<file path="src/rtl/outerprodrc_seq.sv">
// Tile sequencer for the outer-product rate-coded GEMM array: 2-entry operand buffer, CLR/RUN/DRAIN/CAP control.
// Optional busy/stall performance counters are enabled with `define OUTERPRODRC_SEQ_PERF_EN.
module outerprodrc_seq #(
  parameter int HIDDEN      = 4,
  parameter int ROWNUM      = 4,
  parameter int COLNUM      = 4,
  parameter int BITWIDTH    = 8,
  parameter int OUTBITWIDTH = 9,
  parameter int DRAIN_LAT   = 1
) (
  input  logic                                   iClk,
  input  logic                                   iRstN,
  input  logic                                   iClr,
  input  logic                                   iValid,
  output logic                                   oReady,
  input  logic [HIDDEN*ROWNUM*BITWIDTH-1:0]      iRow,
  input  logic [HIDDEN*COLNUM*BITWIDTH-1:0]      iCol,
  output logic [HIDDEN*ROWNUM*BITWIDTH-1:0]      oArrData0,
  output logic [HIDDEN*COLNUM*BITWIDTH-1:0]      oArrData1,
  output logic                                   oArrEn,
  output logic                                   oArrClr,
  input  logic [ROWNUM*COLNUM*2*OUTBITWIDTH-1:0] iArrSum,
  output logic                                   oValid,
  input  logic                                   iReady,
  output logic [ROWNUM*COLNUM*2*OUTBITWIDTH-1:0] oSum
`ifdef OUTERPRODRC_SEQ_PERF_EN
  ,
  output logic [31:0]                            oBusyCnt,
  output logic [31:0]                            oStallCnt
`endif
);

  localparam int RW     = HIDDEN * ROWNUM * BITWIDTH;
  localparam int CW     = HIDDEN * COLNUM * BITWIDTH;
  localparam int SW     = ROWNUM * COLNUM * 2 * OUTBITWIDTH;
  localparam int RUNLEN = 1 << BITWIDTH;
  localparam int CNTW   = BITWIDTH + 1;
  localparam int DW     = (DRAIN_LAT > 1) ? $clog2(DRAIN_LAT) : 1;
  localparam logic [CNTW-1:0] CNT_LAST = CNTW'(RUNLEN - 1);
  localparam logic [DW-1:0]   DRN_LAST = DW'(DRAIN_LAT - 1);

  typedef enum logic [2:0] {S_IDLE, S_CLR, S_RUN, S_DRAIN, S_CAP} state_e;

  state_e          state_q, state_d;
  logic [CNTW-1:0] cnt_q, cnt_d;
  logic [DW-1:0]   drn_q, drn_d;
  logic [1:0]      occ_q, occ_d;
  logic            hd_q, hd_d;
  logic [RW-1:0]   row_buf_q [2];
  logic [RW-1:0]   row_buf_d [2];
  logic [CW-1:0]   col_buf_q [2];
  logic [CW-1:0]   col_buf_d [2];
  logic [RW-1:0]   arr_d0_q, arr_d0_d;
  logic [CW-1:0]   arr_d1_q, arr_d1_d;
  logic            arr_en_q, arr_en_d;
  logic            arr_clr_q, arr_clr_d;
  logic            vld_q, vld_d;
  logic [SW-1:0]   sum_q, sum_d;
  logic            push, pop, can_cap, wr_idx;
`ifdef OUTERPRODRC_SEQ_PERF_EN
  logic [31:0]     busy_q, busy_d, stall_q, stall_d;
`endif

  assign oReady = (occ_q != 2'd2);

  always_comb begin
    can_cap   = !vld_q || iReady;
    push      = iValid && oReady && !iClr;
    pop       = (state_q == S_CAP) && can_cap;
    wr_idx    = hd_q ^ occ_q[0];
    occ_d     = occ_q + {1'b0, push} - {1'b0, pop};
    state_d   = state_q;
    cnt_d     = cnt_q;
    drn_d     = drn_q;
    hd_d      = hd_q;
    row_buf_d = row_buf_q;
    col_buf_d = col_buf_q;
    vld_d     = vld_q;
    sum_d     = sum_q;
    if (push) begin
      row_buf_d[wr_idx] = iRow;
      col_buf_d[wr_idx] = iCol;
    end
    case (state_q)
      S_IDLE:  if (occ_d != 2'd0) state_d = S_CLR;
      S_CLR: begin
        state_d = S_RUN;
        cnt_d   = '0;
      end
      S_RUN: begin
        if (cnt_q == CNT_LAST) begin
          state_d = S_DRAIN;
          cnt_d   = '0;
          drn_d   = '0;
        end else begin
          cnt_d = cnt_q + CNTW'(1);
        end
      end
      S_DRAIN: begin
        if (drn_q == DRN_LAST) state_d = S_CAP;
        else                   drn_d   = drn_q + DW'(1);
      end
      S_CAP: begin
        if (can_cap) begin
          sum_d   = iArrSum;
          state_d = (occ_d != 2'd0) ? S_CLR : S_IDLE;
        end
      end
      default: state_d = S_IDLE;
    endcase
    if (pop)         hd_d  = ~hd_q;
    if (pop)         vld_d = 1'b1;
    else if (iReady) vld_d = 1'b0;
    // Soft clear wins over any push, pop or capture in the same cycle.
    if (iClr) begin
      state_d = S_IDLE;
      occ_d   = 2'd0;
      hd_d    = 1'b0;
      vld_d   = 1'b0;
      cnt_d   = '0;
      drn_d   = '0;
    end
    arr_en_d  = (state_d == S_RUN);
    arr_clr_d = (state_d == S_CLR) || iClr;
    arr_d0_d  = row_buf_d[hd_d];
    arr_d1_d  = col_buf_d[hd_d];
`ifdef OUTERPRODRC_SEQ_PERF_EN
    busy_d  = busy_q;
    stall_d = stall_q;
    if (state_q != S_IDLE && busy_q != '1)               busy_d  = busy_q + 32'd1;
    if (state_q == S_CAP && !can_cap && stall_q != '1)   stall_d = stall_q + 32'd1;
    if (iClr) begin
      busy_d  = '0;
      stall_d = '0;
    end
`endif
  end

  always_ff @(posedge iClk or negedge iRstN) begin
    if (!iRstN) begin
      state_q   <= S_IDLE;
      cnt_q     <= '0;
      drn_q     <= '0;
      occ_q     <= 2'd0;
      hd_q      <= 1'b0;
      row_buf_q <= '{default: '0};
      col_buf_q <= '{default: '0};
      arr_d0_q  <= '0;
      arr_d1_q  <= '0;
      arr_en_q  <= 1'b0;
      arr_clr_q <= 1'b0;
      vld_q     <= 1'b0;
      sum_q     <= '0;
`ifdef OUTERPRODRC_SEQ_PERF_EN
      busy_q    <= '0;
      stall_q   <= '0;
`endif
    end else begin
      state_q   <= state_d;
      cnt_q     <= cnt_d;
      drn_q     <= drn_d;
      occ_q     <= occ_d;
      hd_q      <= hd_d;
      row_buf_q <= row_buf_d;
      col_buf_q <= col_buf_d;
      arr_d0_q  <= arr_d0_d;
      arr_d1_q  <= arr_d1_d;
      arr_en_q  <= arr_en_d;
      arr_clr_q <= arr_clr_d;
      vld_q     <= vld_d;
      sum_q     <= sum_d;
`ifdef OUTERPRODRC_SEQ_PERF_EN
      busy_q    <= busy_d;
      stall_q   <= stall_d;
`endif
    end
  end

  assign oArrData0 = arr_d0_q;
  assign oArrData1 = arr_d1_q;
  assign oArrEn    = arr_en_q;
  assign oArrClr   = arr_clr_q;
  assign oValid    = vld_q;
  assign oSum      = sum_q;
`ifdef OUTERPRODRC_SEQ_PERF_EN
  assign oBusyCnt  = busy_q;
  assign oStallCnt = stall_q;
`endif

endmodule

</file>
<file path="config.mk">
export PLATFORM = sky130hd
export DESIGN_NAME = outerprodrc_seq
export DESIGN_NICKNAME = d
export VERILOG_FILES = /design/src/rtl/outerprodrc_seq.sv
export SDC_FILE = /design/constraint.sdc
export NUM_CORES = 1
export LEC_CHECK = 0
export CAP_MARGIN = 20
export CORE_AREA = 2 2 432 434
export DETAILED_ROUTE_END_ITERATION = 6
export DIE_AREA = 0 0 434 436
export DONT_BUFFER_PORTS = 1
export SKIP_LAST_GASP = 1
export SLEW_MARGIN = 20
export SYNTH_ARGS = -nofsm -noshare
export SYNTH_HDL_FRONTEND = slang
export SYNTH_SLANG_ARGS = --single-unit
</file>
<file path="constraint.sdc">
create_clock -name iClk -period 2.5 [get_ports iClk]
set_input_delay 0.5 -clock iClk [delete_from_list [all_inputs] [get_ports iClk]]
set_output_delay 0.5 -clock iClk [all_outputs]
set_load 0.02 [all_outputs]
</file>
==> results by group <==
Yosys
  • Share of the synthesized area in the top cell type: 0.634
  • Mapped Cells: roughly 2,300
  • EDFF count, synth: 0
  • Post-synthesis sequential area ratio: 0.634
  • Most used DFF post-synth: dfrtp_1
  • Post-Syn Area: 42,400 um2
  • Leading area contributor after synthesis: dfrtp_1
  • Yosys cell types: 50
  • Post-synth net total: 2,890
  • Most area-consuming cells after synthesis: dfrtp_1, mux2_4, mux2_2, buf_6, buf_12
  • Synth warn: 0
  • Post-synth ARST share: 1.00
  • Mean post-synth cell area: 18.1 um2
  • Seq cells post-synth: 1,074

Clocking
  • Worst-path clk slew: 60 ps
  • Clock Sinks: roughly 1,100
  • CTS H-tree lvls: 3
  • Clock root buffer: clkbuf_16
  • CTS max path bufs: 3
  • TritonCTS clock tree: yes
  • Num CTS Buffers: approximately 110
  • Worst-skew pair later-pin latency: 740 ps
  • Post-CTS setup buffer count: 0

Timing
  • Post-route minimum period: 2420 ps
  • RSZ-0062 raised after global routing: false
  • Worst Tran Pin Value: ~1200 ps
  • Final period utilization: 0.968
  • Max-slew violation count: 0
  • Final hold slack: -572 ps
  • Setup violators final: 0
  • FMAX: between 400 and 500 MHz
  • Setup TNS: 0 ps
  • Hold Fails Final Rpt: 257
  • Clock skew: 27.1 ps
  • Slew HR: 0.211

Setup path
  • Critical path arrival: 3050 ps
  • Crit path cell chain: dlygate4sd3_1, nand2b_1, nand2_4, buf_12, xor2_2, ha_2, xor2_1, xnor2_1, nor2_1, dlygate4sd3_1
  • Worst flop-to-flop path startpoint: state_q[0]
  • CP max stage delay: 640 ps
  • Startpoint types: input port
  • Slowest CP cell: dlygate4sd3_1
  • Most common cell on crit path: dlygate4sd3_1
  • CP startpoint: iReady
  • Crit path kind: in2reg
  • Delay-heaviest family, CP: buffers and inverters
  • Crit-path max FO: between 50 and 60
  • Req. time, crit path: 3130 ps
  • CP endpoint kind: flip-flop
  • CP bufs+invs: 3

Route
  • Post-DR vias/cell: between 4 and 5
  • Detailed Route WL: 154,000 um
  • DR pass1 iterations: 4
  • Drt wl/cell: 27.6 um
  • DRT antenna net count: 0
  • Initial DRC count: 1,323
  • Via Count: 23,000
  • DRC viols: 0

Placed design
  • DP Cell Count: 4,763
  • Dpl hpwl: 118,000 um
  • Dpl cell area: 45,100 um2
  • Placer's final routability congestion estimate: 0.951
  • IO Port Bufs: 0

Pwr
  • Comb power frac: 0.160
  • Power per cell area: 1110 nW/um2
  • VDD IR max: 0.000785 V
  • Leakage: 24.3 nW
  • Sw Pwr: approximately 0.021 W
  • Sequential share of power: 0.547
  • Sw Share: 0.345
  • Int Pwr: 0.0400 W
  • Clock group share of total power: 0.293

Floorplan
  • Die Wd: 434 um
  • DIE HEIGHT: 436 um
  • Starting density of the core: 0.230
  • Rows: 158
  • Core box area: 185,000 um2
  • Die area: 189,000 um2
  • I/O pin count: 1,097

Layout
  • Fin cells: between 5,000 and 6,000
  • Fin nets: roughly 3,500
  • Non-Filler Cell Area, Final: 54,900 um2
  • Layout cells sized above 1: 0.437
  • Post-Route Utilization: 0.297
  • Area Growth Syn to Fin: 29.4%

GRT
  • GRT overflow: 0
  • Initial antenna violation count: 77
  • Largest net degree at the start of global routing: 1,075
  • Number of global-route vias before repair: 24,500
  • All-Layer GR Usage: 0.159
  • First-pass GRT wire length: ~210,000 um

Outcome
  • Status: finished with violations
  • Failing checks: hold timing

Worst hold path
  • Hold Path Class: in2async

Job
  • Max-Cap Viols: 0
[layer usage]
| metal | wire [um] | GRT usage |
|---|---|---|
| met2 | 85300 | 0.294 |
| met1 | 50800 | 0.158 |
| met4 | 7370 | 0.0817 |
| met5 | 121 | 0 |
| met3 | 10300 | 0.0478 |
[layout by cell type (no fill, tap or decap), drive strengths merged, types with 2 or more instances in the layout]
cell type / instances
mux2: 1057
a31oi: 2
nor2: 11
clkinv: 29
diode: 47
o21ai: 7
ha: 2
nand3: 4
dlygate4sd3: 548
nand4b: 2
nand2: 9
o21a: 2
a22o: 2
bufinv: 13
nor3b: 2
nand2b: 4
nor2b: 5
nor4b: 2
o211ai: 2
nand4: 2
buf: 71
inv: 9
xnor2: 3
a21boi: 2
clkbuf: 149
xor2: 2
a21oi: 5
clkinvlp: 8
dfrtp: 1074
[Yosys cell counts, drive strengths merged (2+ instances only)]
cell and number:
dfrtp 1074, mux2 1057, buf 116, nor2 11
nand2 9, o21ai 7, a21oi 5, clkbuf 5
nor2b 5, nand2b 4, nand3 4, xnor2 3
a21boi 2, a22o 2, a31oi 2, ha 2
inv 2, nand4 2, nand4b 2, nor3b 2
nor4b 2, o211ai 2, o21a 2, xor2 2
[power groups by stage]
stage                     registers [W]  clock network [W]  logic, W
after floorplan                  0.0293                  0   0.00759
after global placement           0.0338                  0   0.00811
after detailed placement         0.0339                  0   0.00850
after CTS                        0.0336             0.0184   0.00947
after global routing             0.0338             0.0192    0.0106
final                            0.0335             0.0179   0.00978
[worst paths after layout]
kind | endpoint | slack [ps] | depth (start not counted)
worst max-delay path | occ_q[1] | 80 | 10
worst min-delay path | oSum[33] | -570 | 0
worst max register to register | occ_q[1] | 130 | 9
worst min register to register | col_buf_q[248] | 490 | 1
max in group asynchronous | col_buf_q[59] | 750 | 3
min in group iClk | oArrClr | 130 | 2
[flip-flops by register name (all words and copies together), names as in the netlist]
signal and cells:
cnt_q 9, oArrEn 1, row_buf_q 256, oArrData0 128, hd_q 1, col_buf_q 256
oValid 1, oArrClr 1, oArrData1 128, occ_q 2, state_q 3, oSum 288
[kinds of logic (layout without fill, tap and decap cells)]
group | count (synthesis) | count (layout) | share of synthesized area
AND/OR/NAND/NOR | 50 | 50 | 0.00685
flip-flops | 1074 | 1074 | 0.634
XOR/XNOR | 5 | 5 | 0.00103
other | 0 | 47 | 0
buffers and inverters | 123 | 827 | 0.0304
AO/OA/AOI/OAI | 27 | 27 | 0.00446
multiplexers | 1058 | 1058 | 0.323
adder cells (fa/ha/maj) | 2 | 2 | 0.000590
[area by class of cell]
class,count,area [um2]
antenna,47,118
clock buffer,149,3190
multi-input combinational,1142,14300
fill,18300,130000
timing repair buffer,619,6480
inverter,2,15.0
clock inverter,57,806
sequential,1074,26900
tap,2480,3100
[per-stage QoR]
stage | setup slack [ps] | hold slack [ps] | total power (W)
detailed placement | 185 | 219 | 0.0424
global route | 2.78 | -646 | 0.0636
finish | 80.6 | -572 | 0.0611
global placement | 192 | 226 | 0.0419
CTS | 71.7 | -668 | 0.0615
floorplan | 290 | 204 | 0.0369
[what timing repair did]
action	CTS	global route
hold buffers	547	1
hold endpoints to repair	2139	256
resized for setup	0	3
endpoints found under the setup margin	0	1
Note: power is estimated with default switching activity, not from simulation.
